File: config.mk
export PLATFORM = sky130hd
export DESIGN_NAME = tile_renderer
export DESIGN_NICKNAME = d
export VERILOG_FILES = /design/src/rtl/tile_pkg.sv /design/src/rtl/tile_renderer_sync_delay.sv /design/src/rtl/tile_renderer.sv
export SDC_FILE = /design/constraint.sdc
export NUM_CORES = 1
export LEC_CHECK = 0
export CAP_MARGIN = 25
export CORE_UTILIZATION = 37
export DETAILED_ROUTE_END_ITERATION = 10
export PLACE_DENSITY = 0.71
export SYNTH_ARGS = -nofsm -noshare
export SYNTH_HDL_FRONTEND = slang
export SYNTH_SLANG_ARGS = --single-unit
File: constraint.sdc
create_clock -name dot_clock -period 11.8 [get_ports dot_clock]
set_input_delay 3.54 -clock dot_clock [delete_from_list [all_inputs] [get_ports dot_clock]]
set_output_delay 3.54 -clock dot_clock [all_outputs]
set_load 0.01 [all_outputs]
File: src/rtl/tile_pkg.sv
// Shared constants and bundles for the tile renderer.
package tile_pkg;

  localparam int TILE_W       = 8;
  localparam int TILE_H       = 8;
  localparam int PIPE_LATENCY = 3;
  localparam int IDX_LSB      = 0;
  localparam int FG_LSB       = 8;
  localparam int BG_LSB       = 12;
  localparam int COLOR_W      = 4;

  typedef struct packed {
    logic hsync;
    logic vsync;
    logic active;
  } sync_t;

endpackage

File: src/rtl/tile_renderer_sync_delay.sv
// Fixed-depth shift register with synchronous reset.
module sync_delay #(
  parameter int W     = 3,
  parameter int DEPTH = 3
) (
  input  logic         dot_clock,
  input  logic         reset,
  input  logic [W-1:0] d,
  output logic [W-1:0] q,
  output logic [W-1:0] q_pre
);

  logic [W-1:0] sr [DEPTH];

  always_ff @(posedge dot_clock) begin
    if (reset) begin
      for (int i = 0; i < DEPTH; i++)
        sr[i] <= '0;
    end else begin
      sr[0] <= d;
      for (int i = 1; i < DEPTH; i++)
        sr[i] <= sr[i-1];
    end
  end

  // q_pre is the tap one stage before the output
  assign q     = sr[DEPTH-1];
  assign q_pre = sr[DEPTH-2];

endmodule

File: src/rtl/tile_renderer.sv
// Tile-map renderer: col/row -> 4-bit colour index through
// map RAM, pattern RAM and output register (3-cycle latency).
module tile_renderer
  import tile_pkg::*;
#(
  parameter int HBITS         = 10,
  parameter int VBITS         = 10,
  parameter int MAP_COLS_LOG2 = 7,
  parameter int MAP_ROWS_LOG2 = 6,
  parameter int MAP_AW        = 13,
  parameter int PAT_AW        = 11
) (
  input  logic                       dot_clock,
  input  logic                       reset,
  input  logic [VBITS-1:0]           row,
  input  logic [HBITS-1:0]           col,
  input  logic                       hsync_in,
  input  logic                       vsync_in,
  input  logic                       active_in,
  input  logic [MAP_COLS_LOG2+2:0]   scroll_x,
  input  logic [MAP_ROWS_LOG2+2:0]   scroll_y,
  output logic [MAP_AW-1:0]          map_addr,
  input  logic [15:0]                map_data,
  output logic [PAT_AW-1:0]          pat_addr,
  input  logic [7:0]                 pat_data,
  output logic [COLOR_W-1:0]         color,
  output logic                       hsync_out,
  output logic                       vsync_out,
  output logic                       active_out
);

  localparam int XW = MAP_COLS_LOG2 + 3;
  localparam int YW = MAP_ROWS_LOG2 + 3;

  logic [XW-1:0] sx, x;
  logic [YW-1:0] sy, y;
  logic          vs_prev;
  logic [2:0]    x1, y1, x2;
  logic [7:0]    attr2;
  logic          pix;
  sync_t         s_in, s2, s3;

  // Scroll shadows only move on a vsync rise
  always_ff @(posedge dot_clock) begin
    if (reset) begin
      vs_prev <= 1'b0;
      sx      <= '0;
      sy      <= '0;
    end else begin
      vs_prev <= vsync_in;
      if (vsync_in && !vs_prev) begin
        sx <= scroll_x;
        sy <= scroll_y;
      end
    end
  end

  assign x        = XW'(col) + sx;
  assign y        = YW'(row) + sy;
  assign map_addr = {y[YW-1:3], x[XW-1:3]};
  assign pat_addr = {map_data[IDX_LSB +: 8], y1};

  always_ff @(posedge dot_clock) begin
    if (reset) begin
      x1    <= '0;
      y1    <= '0;
      x2    <= '0;
      attr2 <= '0;
    end else begin
      x1    <= x[2:0];
      y1    <= y[2:0];
      x2    <= x1;
      attr2 <= map_data[FG_LSB +: 8];
    end
  end

  assign s_in = '{hsync: hsync_in, vsync: vsync_in,
                  active: active_in};

  sync_delay #(
    .W     ($bits(sync_t)),
    .DEPTH (PIPE_LATENCY)
  ) u_sync (
    .dot_clock (dot_clock),
    .reset     (reset),
    .d         (s_in),
    .q         (s3),
    .q_pre     (s2)
  );

  // Bit 7 is the leftmost pixel of the pattern byte
  assign pix = pat_data[3'd7 - x2];

  always_ff @(posedge dot_clock) begin
    if (reset)
      color <= '0;
    else if (!s2.active)
      color <= '0;
    else
      color <= pix ? attr2[FG_LSB-8 +: COLOR_W]
                   : attr2[BG_LSB-8 +: COLOR_W];
  end

  assign hsync_out  = s3.hsync;
  assign vsync_out  = s3.vsync;
  assign active_out = s3.active;

endmodule

==> impl_metrics.yaml <==
status:
  status: "complete, no violations"
setup_path:
  startpoint: "row[0]"
  crit_chain: "clkdlybuf4s50_1, ha_1, fa_1, a21oi_1, o2111ai_1, a21o_1, a21oi_1, xnor2_1, clkdlybuf4s50_1"
  path_class: "in -> out"
  crit_arrival_ps: 6090
  timing.rr.end: "color[3]"
  cp_slowest_cell: "clkdlybuf4s50_1"
  reg2reg_depth: 4
  cpLargestDelayFamily: "buffers and inverters"
  cp.required_ps: 8260
  max_stage_delay_ps: 550
  critPathCaptureType: "output port"
  cp.buffers_inverters: 2
  path_max_fanout: 2
  cp-start-kind: "input pin"
  rrSetupSlack_ps: 10190
  rr_startpoint: "x2[0]"
logic_synthesis:
  yosys.area.top_type: "dfxtp_1"
  ys_warn_count: 0
  synth_area_per_cell_um2: 9.15
  ys_seq_area_share_pct: 40.8
  netlist_top_cells_area: "dfxtp_1 (41%), ha_1 (8.8%), buf_4 (6.6%)"
  async_flop_share_pct: 0
  synth-edff-count: 0
  ys_types: 29
  synth_top_area_share_pct: 40.8
  synthTopCellsByCount: "dfxtp_1 (49), nand2_1 (41), a21oi_1 (27), nor2b_1 (25), buf_4 (21)"
  synth_fa_ha_area_share_pct: 10.5
  yosysMostFrequentCell: "dfxtp_1"
  muxShareOfSynthArea_pct: 4.78
  syn_nets: 350
  synth-simple-area-share_pct: 18.3
  synth_top_family_by_area: "simple AND/OR/NAND/NOR gates"
  synth-seq-cells: 49
  syn_inst: 263
  synth_xor_area_share_pct: 5.82
  synth_compound_area_share_pct: 10.6
  synthFlopType: "dfxtp_1"
  syn_area_um2: 2410
die:
  die_w_um: 82.6
  die_h_um: 82.6
  row_count: 29
  core_area_um2: 6310
  dieArea_um2: 6830
  initial_core_util_pct: 38.1
  io_pins: 99
clock_network:
  numCtsBuffers: 5
  post_cts_buffers: 0
  cts-root-buf: "clkbuf_8"
  cts_resized: 0
  clkLatencyLatePin_ps: 290
  htreeDepth: 2
  clock_path_buffers: 2
  clk_pin_slew_ps: 80
  cts_sinks: 49
  cts_tree: "yes"
  cts_hold_buf: 0
timing:
  tns_ps: 0
  setup_viol: 0
  maxSlewHeadroom_pct: 46.3
  rsz0062_at_grt: "no"
  period_needed_ps: 9630
  fmax_ghz: 0.104
  worst_slew_pin_slew_ps: 806
  fin_ws_ps: 2170
  skew_ps: 3.81
  drv_slew: 0
  whs_ps: 441
  min_period_over_period_pct: 81.6
  finalHoldViolCount: 0
run:
  maxCapViolCount: 0
global_routing:
  gr-usage-all-layers_pct: 13.7
  grt_pass1_wl_um: 7130
  antenna_found_initial: 0
  grt_overflow: 0
  grt_pass1_vias: 1614
  grt_max_degree: 46
drt:
  drc: 0
  first_pass_iters: 4
  wl_per_cell_um: 11.4
  postRouteWirelength_um: 4560
  drt-initial-drc-count: 58
  drtAntennaViolNets: 0
  vias_per_cell: 4.62
  dr_total_vias: 1847
hold_path:
  holdPathEnd: "u_sync.sr[0][8]"
  min_path_cells: 1
  min_path_type: "reg -> reg"
  min-delay-start: "u_sync.sr[0][5]"
finish:
  drive_gt1_share_pct: 3.41
  antenna_cells: 0
  fin_nets: 409
  multiInputGateArea_um2: 1200
  fin_util_pct: 50.9
  final_cells: 400
  fillerInstances: 611
  regArea_um2: 981
  area_growth_pct: 33.5
power_and_ir_drop:
  max-vdd-ir-drop_mv: 0.0557
  p_leak_nw: 1.30
  p_per_area_nw_per_um2: 113
placed_design:
  dp_cells: 392
  dp_worst_setup_slack_ps: 2180
  dpl.hpwl_um: 3390
  io_buffers: 81
  place_congestion: 0.732
[cell families (layout without fill, tap and decap cells)]
logic type	after synthesis	after routing
AOI/OAI and AO/OA	40	40
muxes	7	7
adders and majority gates	19	19
and+or+nand+nor	94	94
buffers and inverters	38	98
DFF	49	49
xor gates and xnor gates	16	16
[layout make-up]
cell class,count,share of cell area (%)
Clock inverter,2,0.467
Timing Repair Buffer,82,25.3
Tap cell,77,3.00
Multi-Input combinational cell,176,37.5
Inverter,8,0.935
Clock buffer,6,2.26
Sequential cell,49,30.5
[metrics by stage]
step / area [um^2] / total power [W]
2_1_floorplan: 2410 / 0.000240
3_3_place_gp: 3120 / 0.000271
3_5_place_dp: 3120 / 0.000272
4_1_cts: 3210 / 0.000370
5_1_grt: 3210 / 0.000386
6_report: 3210 / 0.000363
[cell usage in the layout, fill, tap and decap left out, types with 3 or more instances in the layout]
master,count
clkdlybuf4s50_1,80
dfxtp_1,49
nand2_1,41
a21oi_1,27
nor2b_1,25
ha_1,17
nor2_1,13
xnor2_1,12
inv_1,8
nand3_1,7
clkbuf_8,5
xor2_1,4
mux2i_1,4
a21o_1,3
nor3_1,3
[registers in the layout (all words and copies together), names as in the netlist]
register / count
x2: 3
sy: 9
u_sync.sr: 9
y1: 3
attr2: 8
color: 4
x1: 3
sx: 10
[worst register-to-register path, stage by stage (launching register included)]
cell and delay (ps):
dfxtp_1 360, mux4_1 600, mux2i_4 270, mux2i_1 220
nor2_1 50
[layer usage]
metal  wire length [um]  GRT usage (%)
met1               2100           16.7
met2               2090           23.2
met5                  0              0
met3                343           4.73
met4                 27           3.10
[worst max-delay path by stage]
stage / to / depth (start not counted)
finish: map_addr[12] / 9
global route: map_addr[12] / 9
CTS: map_addr[12] / 9
detailed placement: map_addr[12] / 9
global placement: map_addr[12] / 9
floorplan: map_addr[12] / 8
[where the power goes]
group          total (W)  switching, W  internal [W]
Clock          0.0000958     0.0000540     0.0000418
Combinational  0.0000895     0.0000360     0.0000535
Sequential      0.000178    0.00000349      0.000174
Total           0.000363     0.0000934      0.000270
(Power assumes the default switching activity.)
